[config.mk]
export PLATFORM = sky130hd
export DESIGN_NAME = vga_timing_generator
export DESIGN_NICKNAME = d
export VERILOG_FILES = /design/src/rtl/vga_pkg.sv /design/src/rtl/vga_counter.sv /design/src/rtl/vga_timing_generator.sv
export SDC_FILE = /design/constraint.sdc
export NUM_CORES = 1
export LEC_CHECK = 0
export CAP_MARGIN = 20
export CORE_UTILIZATION = 48
export DETAILED_ROUTE_END_ITERATION = 7
export PLACE_DENSITY = 0.88
export SYNTH_ARGS = -nofsm -noshare
export SYNTH_HDL_FRONTEND = slang
export SYNTH_SLANG_ARGS = --single-unit
[constraint.sdc]
create_clock -name clock25MHz -period 3.5 [get_ports clock25MHz]
set_input_delay 0.7 -clock clock25MHz [delete_from_list [all_inputs] [get_ports clock25MHz]]
set_output_delay 0.7 -clock clock25MHz [all_outputs]
set_load 0.01 [all_outputs]
[src/rtl/vga_pkg.sv]
// Shared VGA timing constants for the timing generator and pattern modules.
// 640x480 at 60 Hz with a 25 MHz pixel clock.
package vga_pkg;

    localparam int CW = 10;

    localparam int H_ACTIVE_D = 640;
    localparam int H_FRONT_D  = 16;
    localparam int H_SYNC_D   = 96;
    localparam int H_BACK_D   = 48;

    localparam int V_ACTIVE_D = 480;
    localparam int V_FRONT_D  = 10;
    localparam int V_SYNC_D   = 2;
    localparam int V_BACK_D   = 33;

    localparam int H_TOTAL_D =
        H_ACTIVE_D + H_FRONT_D + H_SYNC_D + H_BACK_D;
    localparam int V_TOTAL_D =
        V_ACTIVE_D + V_FRONT_D + V_SYNC_D + V_BACK_D;
    localparam int FRAME_D = H_TOTAL_D * V_TOTAL_D;

endpackage

[src/rtl/vga_counter.sv]
// Wrap counter: counts 0..MAX-1 while enabled, then returns to 0.
// Used once per axis by the timing generator.
module vga_counter
    import vga_pkg::*;
#(
    parameter int MAX = H_TOTAL_D
) (
    input  logic          clock25MHz,
    input  logic          reset,
    input  logic          en,
    output logic [CW-1:0] count
);

    localparam logic [CW-1:0] LAST = CW'(MAX - 1);

    logic at_last;

    assign at_last = (count == LAST);

    // advance on enable, wrap after the last value
    always_ff @(posedge clock25MHz) begin
        if (!reset) begin
            count <= '0;
        end else if (en) begin
            if (at_last) begin
                count <= '0;
            end else begin
                count <= count + 1'b1;
            end
        end
    end

endmodule

[src/rtl/vga_timing_generator.sv]
// VGA raster timing: pixel/line counters, visible-area flag and
// registered colour, syncs and frame marker with one cycle of latency.
module vga_timing_generator
    import vga_pkg::*;
#(
    parameter int H_ACTIVE = H_ACTIVE_D,
    parameter int H_FRONT  = H_FRONT_D,
    parameter int H_SYNC   = H_SYNC_D,
    parameter int H_BACK   = H_BACK_D,
    parameter int V_ACTIVE = V_ACTIVE_D,
    parameter int V_FRONT  = V_FRONT_D,
    parameter int V_SYNC   = V_SYNC_D,
    parameter int V_BACK   = V_BACK_D,
    parameter bit SYNC_POL = 1'b0
) (
    input  logic       clock25MHz,
    input  logic       reset,
    input  logic [3:0] red_in,
    input  logic [3:0] green_in,
    input  logic [3:0] blue_in,
    output logic [9:0] x,
    output logic [9:0] y,
    output logic       active,
    output logic [3:0] vga_r,
    output logic [3:0] vga_g,
    output logic [3:0] vga_b,
    output logic       vga_hs,
    output logic       vga_vs,
    output logic       frame_start
);

    localparam int H_TOTAL =
        H_ACTIVE + H_FRONT + H_SYNC + H_BACK;
    localparam int V_TOTAL =
        V_ACTIVE + V_FRONT + V_SYNC + V_BACK;

    localparam logic [CW-1:0] H_LAST = CW'(H_TOTAL - 1);
    localparam logic [CW-1:0] H_VIS  = CW'(H_ACTIVE);
    localparam logic [CW-1:0] V_VIS  = CW'(V_ACTIVE);
    localparam logic [CW-1:0] HS_LO  = CW'(H_ACTIVE + H_FRONT);
    localparam logic [CW-1:0] HS_HI  =
        CW'(H_ACTIVE + H_FRONT + H_SYNC - 1);
    localparam logic [CW-1:0] VS_LO  = CW'(V_ACTIVE + V_FRONT);
    localparam logic [CW-1:0] VS_HI  =
        CW'(V_ACTIVE + V_FRONT + V_SYNC - 1);

    logic line_end;
    logic hs_on;
    logic vs_on;
    logic origin;

    assign line_end = (x == H_LAST);

    vga_counter #(.MAX(H_TOTAL)) u_hcnt (
        .clock25MHz (clock25MHz),
        .reset      (reset),
        .en         (1'b1),
        .count      (x)
    );

    vga_counter #(.MAX(V_TOTAL)) u_vcnt (
        .clock25MHz (clock25MHz),
        .reset      (reset),
        .en         (line_end),
        .count      (y)
    );

    assign active = (x < H_VIS) && (y < V_VIS);
    assign hs_on  = (x >= HS_LO) && (x <= HS_HI);
    assign vs_on  = (y >= VS_LO) && (y <= VS_HI);
    assign origin = (x == '0) && (y == '0);

    // register every DAC-facing output from the same counter value
    always_ff @(posedge clock25MHz) begin
        if (!reset) begin
            vga_r       <= '0;
            vga_g       <= '0;
            vga_b       <= '0;
            vga_hs      <= !SYNC_POL;
            vga_vs      <= !SYNC_POL;
            frame_start <= 1'b0;
        end else begin
            vga_r       <= active ? red_in   : 4'h0;
            vga_g       <= active ? green_in : 4'h0;
            vga_b       <= active ? blue_in  : 4'h0;
            vga_hs      <= hs_on ? SYNC_POL : !SYNC_POL;
            vga_vs      <= vs_on ? SYNC_POL : !SYNC_POL;
            frame_start <= origin;
        end
    end

endmodule

==> results.tsv <==
metric	value	unit
max_freq	395	MHz
grt_max_degree	21	
first_iter_violations	61	
slew-limit-headroom	63.4	%
total_power	0.727	mW
fin_crit_sh	72.4	%
clk_latency	0.34	ns
layout-drive-gt1-share	8.53	%
totalWireLength	3.48	mm
leakage	0.790	nW
yosysWarnings	0	
vias	1351	
final_cells	255	
final_cell_mix	49 x clkdlybuf4s50_1, 35 x dfxtp_1, 16 x nor2_1	
skew	0.00576	ns
io_pins	50	
routedWlPerCell	13.6	um
rows	20	
multi_input_area	744	um^2
cp-start-kind	register	
ant_nets	0	
grt-ovfl-total	0	
syn_inst	160	
setup_tns	0	ns
r2r_end	u_vcnt.count[9]$_SDFFE_PN0N_	
cts_root_buf	clkbuf_4	
placed_area	0.00202	mm^2
reg2reg_from	u_hcnt.count[0]$_SDFF_PP0_	
diodes	0	
cts-resized-gates	0	
arrival	1.83	ns
fp.dieH	58.4	um
setup_slack	0.966	ns
power_density	347	mW/mm^2
fp.dieW	58.4	um
reg2reg_depth	5	
area_growth	37.3	%
worstSetupPathType	register to output pin	
synthArstFlopShare	0	%
fillers	241	
tightest_slew	0.548	ns
yosysSeqAreaShare	45.9	%
required	2.80	ns
hp-class	register to register	
rrSetupSlack	1.63	ns
track_usage	21.8	%
startpoint	u_hcnt.count[7]$_SDFF_PP0_	
dpl.cell_count	247	
status	completed	
place_ws	1.30	ns
htree_levels	2	
antenna_found_initial	0	
avgSynthCellArea	9.55	um^2
viasPerCell	5.30	
yosys_register_bits	35	
first_pass_iters	4	
finalSetupViolations	0	
drv_cap	0	
start_util	50.5	%
drv_slew	0	
synth_edf_count	0	
die_area	0.00341	mm^2
place_congestion	0.846	
regArea	701	um^2
first_global_vias	1165	
drc_errors	0	
yosysUniqueCellTypes	36	
grt_first_pass_wirelength	5.48	mm
cts_buffers	5	
path_max_fanout	13	
crit_path_end_kind	output pin	
cts_tree	built	
rsz0062_at_grt	false	
synth-main-ff-cell	dfxtp_1	
clkSinkCount	35	
netlist_area	0.00153	mm^2
syn_nets	178	
cts_hold_buf	0	
path_clk_slew	0.10	ns
core	0.00303	mm^2
final_common_cell	clkdlybuf4s50_1	
ir_drop	0.183	mV
crit_end	active	
nets	228	
hold_viol	0	
post-route-min-period	2.53	ns
design_area	0.00210	mm^2
clock_path_buffers	2	
port_buffers	49	
postCtsSetupBuffers	0	
hpwlAfterDp	2.58	mm
worst max-delay path, cell delays in order (launching register included):
cell and delay, ns:
dfxtp_1 0.42, o21ai_0 0.22, nand2_1 0.07, nor2_1 0.08
buf_4 0.17, clkdlybuf4s50_1 0.54
worst min path at each step:
stage	start	endpoint	slack, ns	depth (start not counted)
after detailed placement	u_hcnt.count[0]$_SDFF_PP0_	u_hcnt.count[0]$_SDFF_PP0_	0.48	1
final	u_hcnt.count[0]$_SDFF_PP0_	u_hcnt.count[0]$_SDFF_PP0_	0.51	1
after global placement	u_hcnt.count[0]$_SDFF_PP0_	u_hcnt.count[0]$_SDFF_PP0_	0.48	1
after floorplan	u_hcnt.count[0]$_SDFF_PP0_	u_hcnt.count[0]$_SDFF_PP0_	0.49	1
after global routing	u_hcnt.count[0]$_SDFF_PP0_	u_hcnt.count[0]$_SDFF_PP0_	0.53	1
after CTS	u_hcnt.count[0]$_SDFF_PP0_	u_hcnt.count[0]$_SDFF_PP0_	0.51	1
layout make-up:
class	instances	area share (%)
multi-input combinational	111	35.5
tap	44	2.63
timing repair buffer	50	23.7
sequential	35	33.4
inverter	7	1.25
clock buffer	7	3.10
clock inverter	1	0.358
per-stage QoR:
stage / util [%] / hold WS [ns]
2_1_floorplan: - / 0.492
3_3_place_gp: 66.9 / 0.478
3_5_place_dp: 66.9 / 0.481
4_1_cts: 69.3 / 0.507
5_1_grt: 69.3 / 0.526
6_report: 69.3 / 0.509
cell usage after synthesis, types with 5 or more instances:
cell type / number / area share (%)
and3_1: 13 / 5.3
nand4_1: 6 / 2.5
xnor2_1: 8 / 4.6
inv_1: 7 / 1.7
a21oi_1: 5 / 1.6
dfxtp_1: 35 / 46
nor2_1: 16 / 3.9
o21ai_0: 6 / 2.0
nand3_1: 7 / 2.3
nand2_1: 10 / 2.5
power by group:
group | switching, mW | leakage [nW] | internal (mW)
Sequential | 0.00709 | 0.286 | 0.409
Combinational | 0.0230 | 0.466 | 0.0401
Clock | 0.130 | 0.0375 | 0.117
layer usage:
layer,wire (um),track usage (%)
met2,1640,34.8
met1,1480,26.6
met3,321,7.25
met4,43,10.2
met5,0,0
state kept, by name (all words and copies together) (netlist names):
register and cells:
u_hcnt.count 10, u_vcnt.count 10, vga_b 4, vga_g 4, vga_r 4, frame_start 1
vga_hs 1, vga_vs 1
cell families after synthesis:
kind of cell / share of synthesized area [%]
buffers and inverters: 5.41
flip-flops: 45.9
multiplexers: 0.655
XOR/XNOR: 6.88
adder cells (fa/ha/maj): 3.28
AO/OA/AOI/OAI: 5.49
AND/OR/NAND/NOR: 32.4
(Power assumes the default switching activity.)
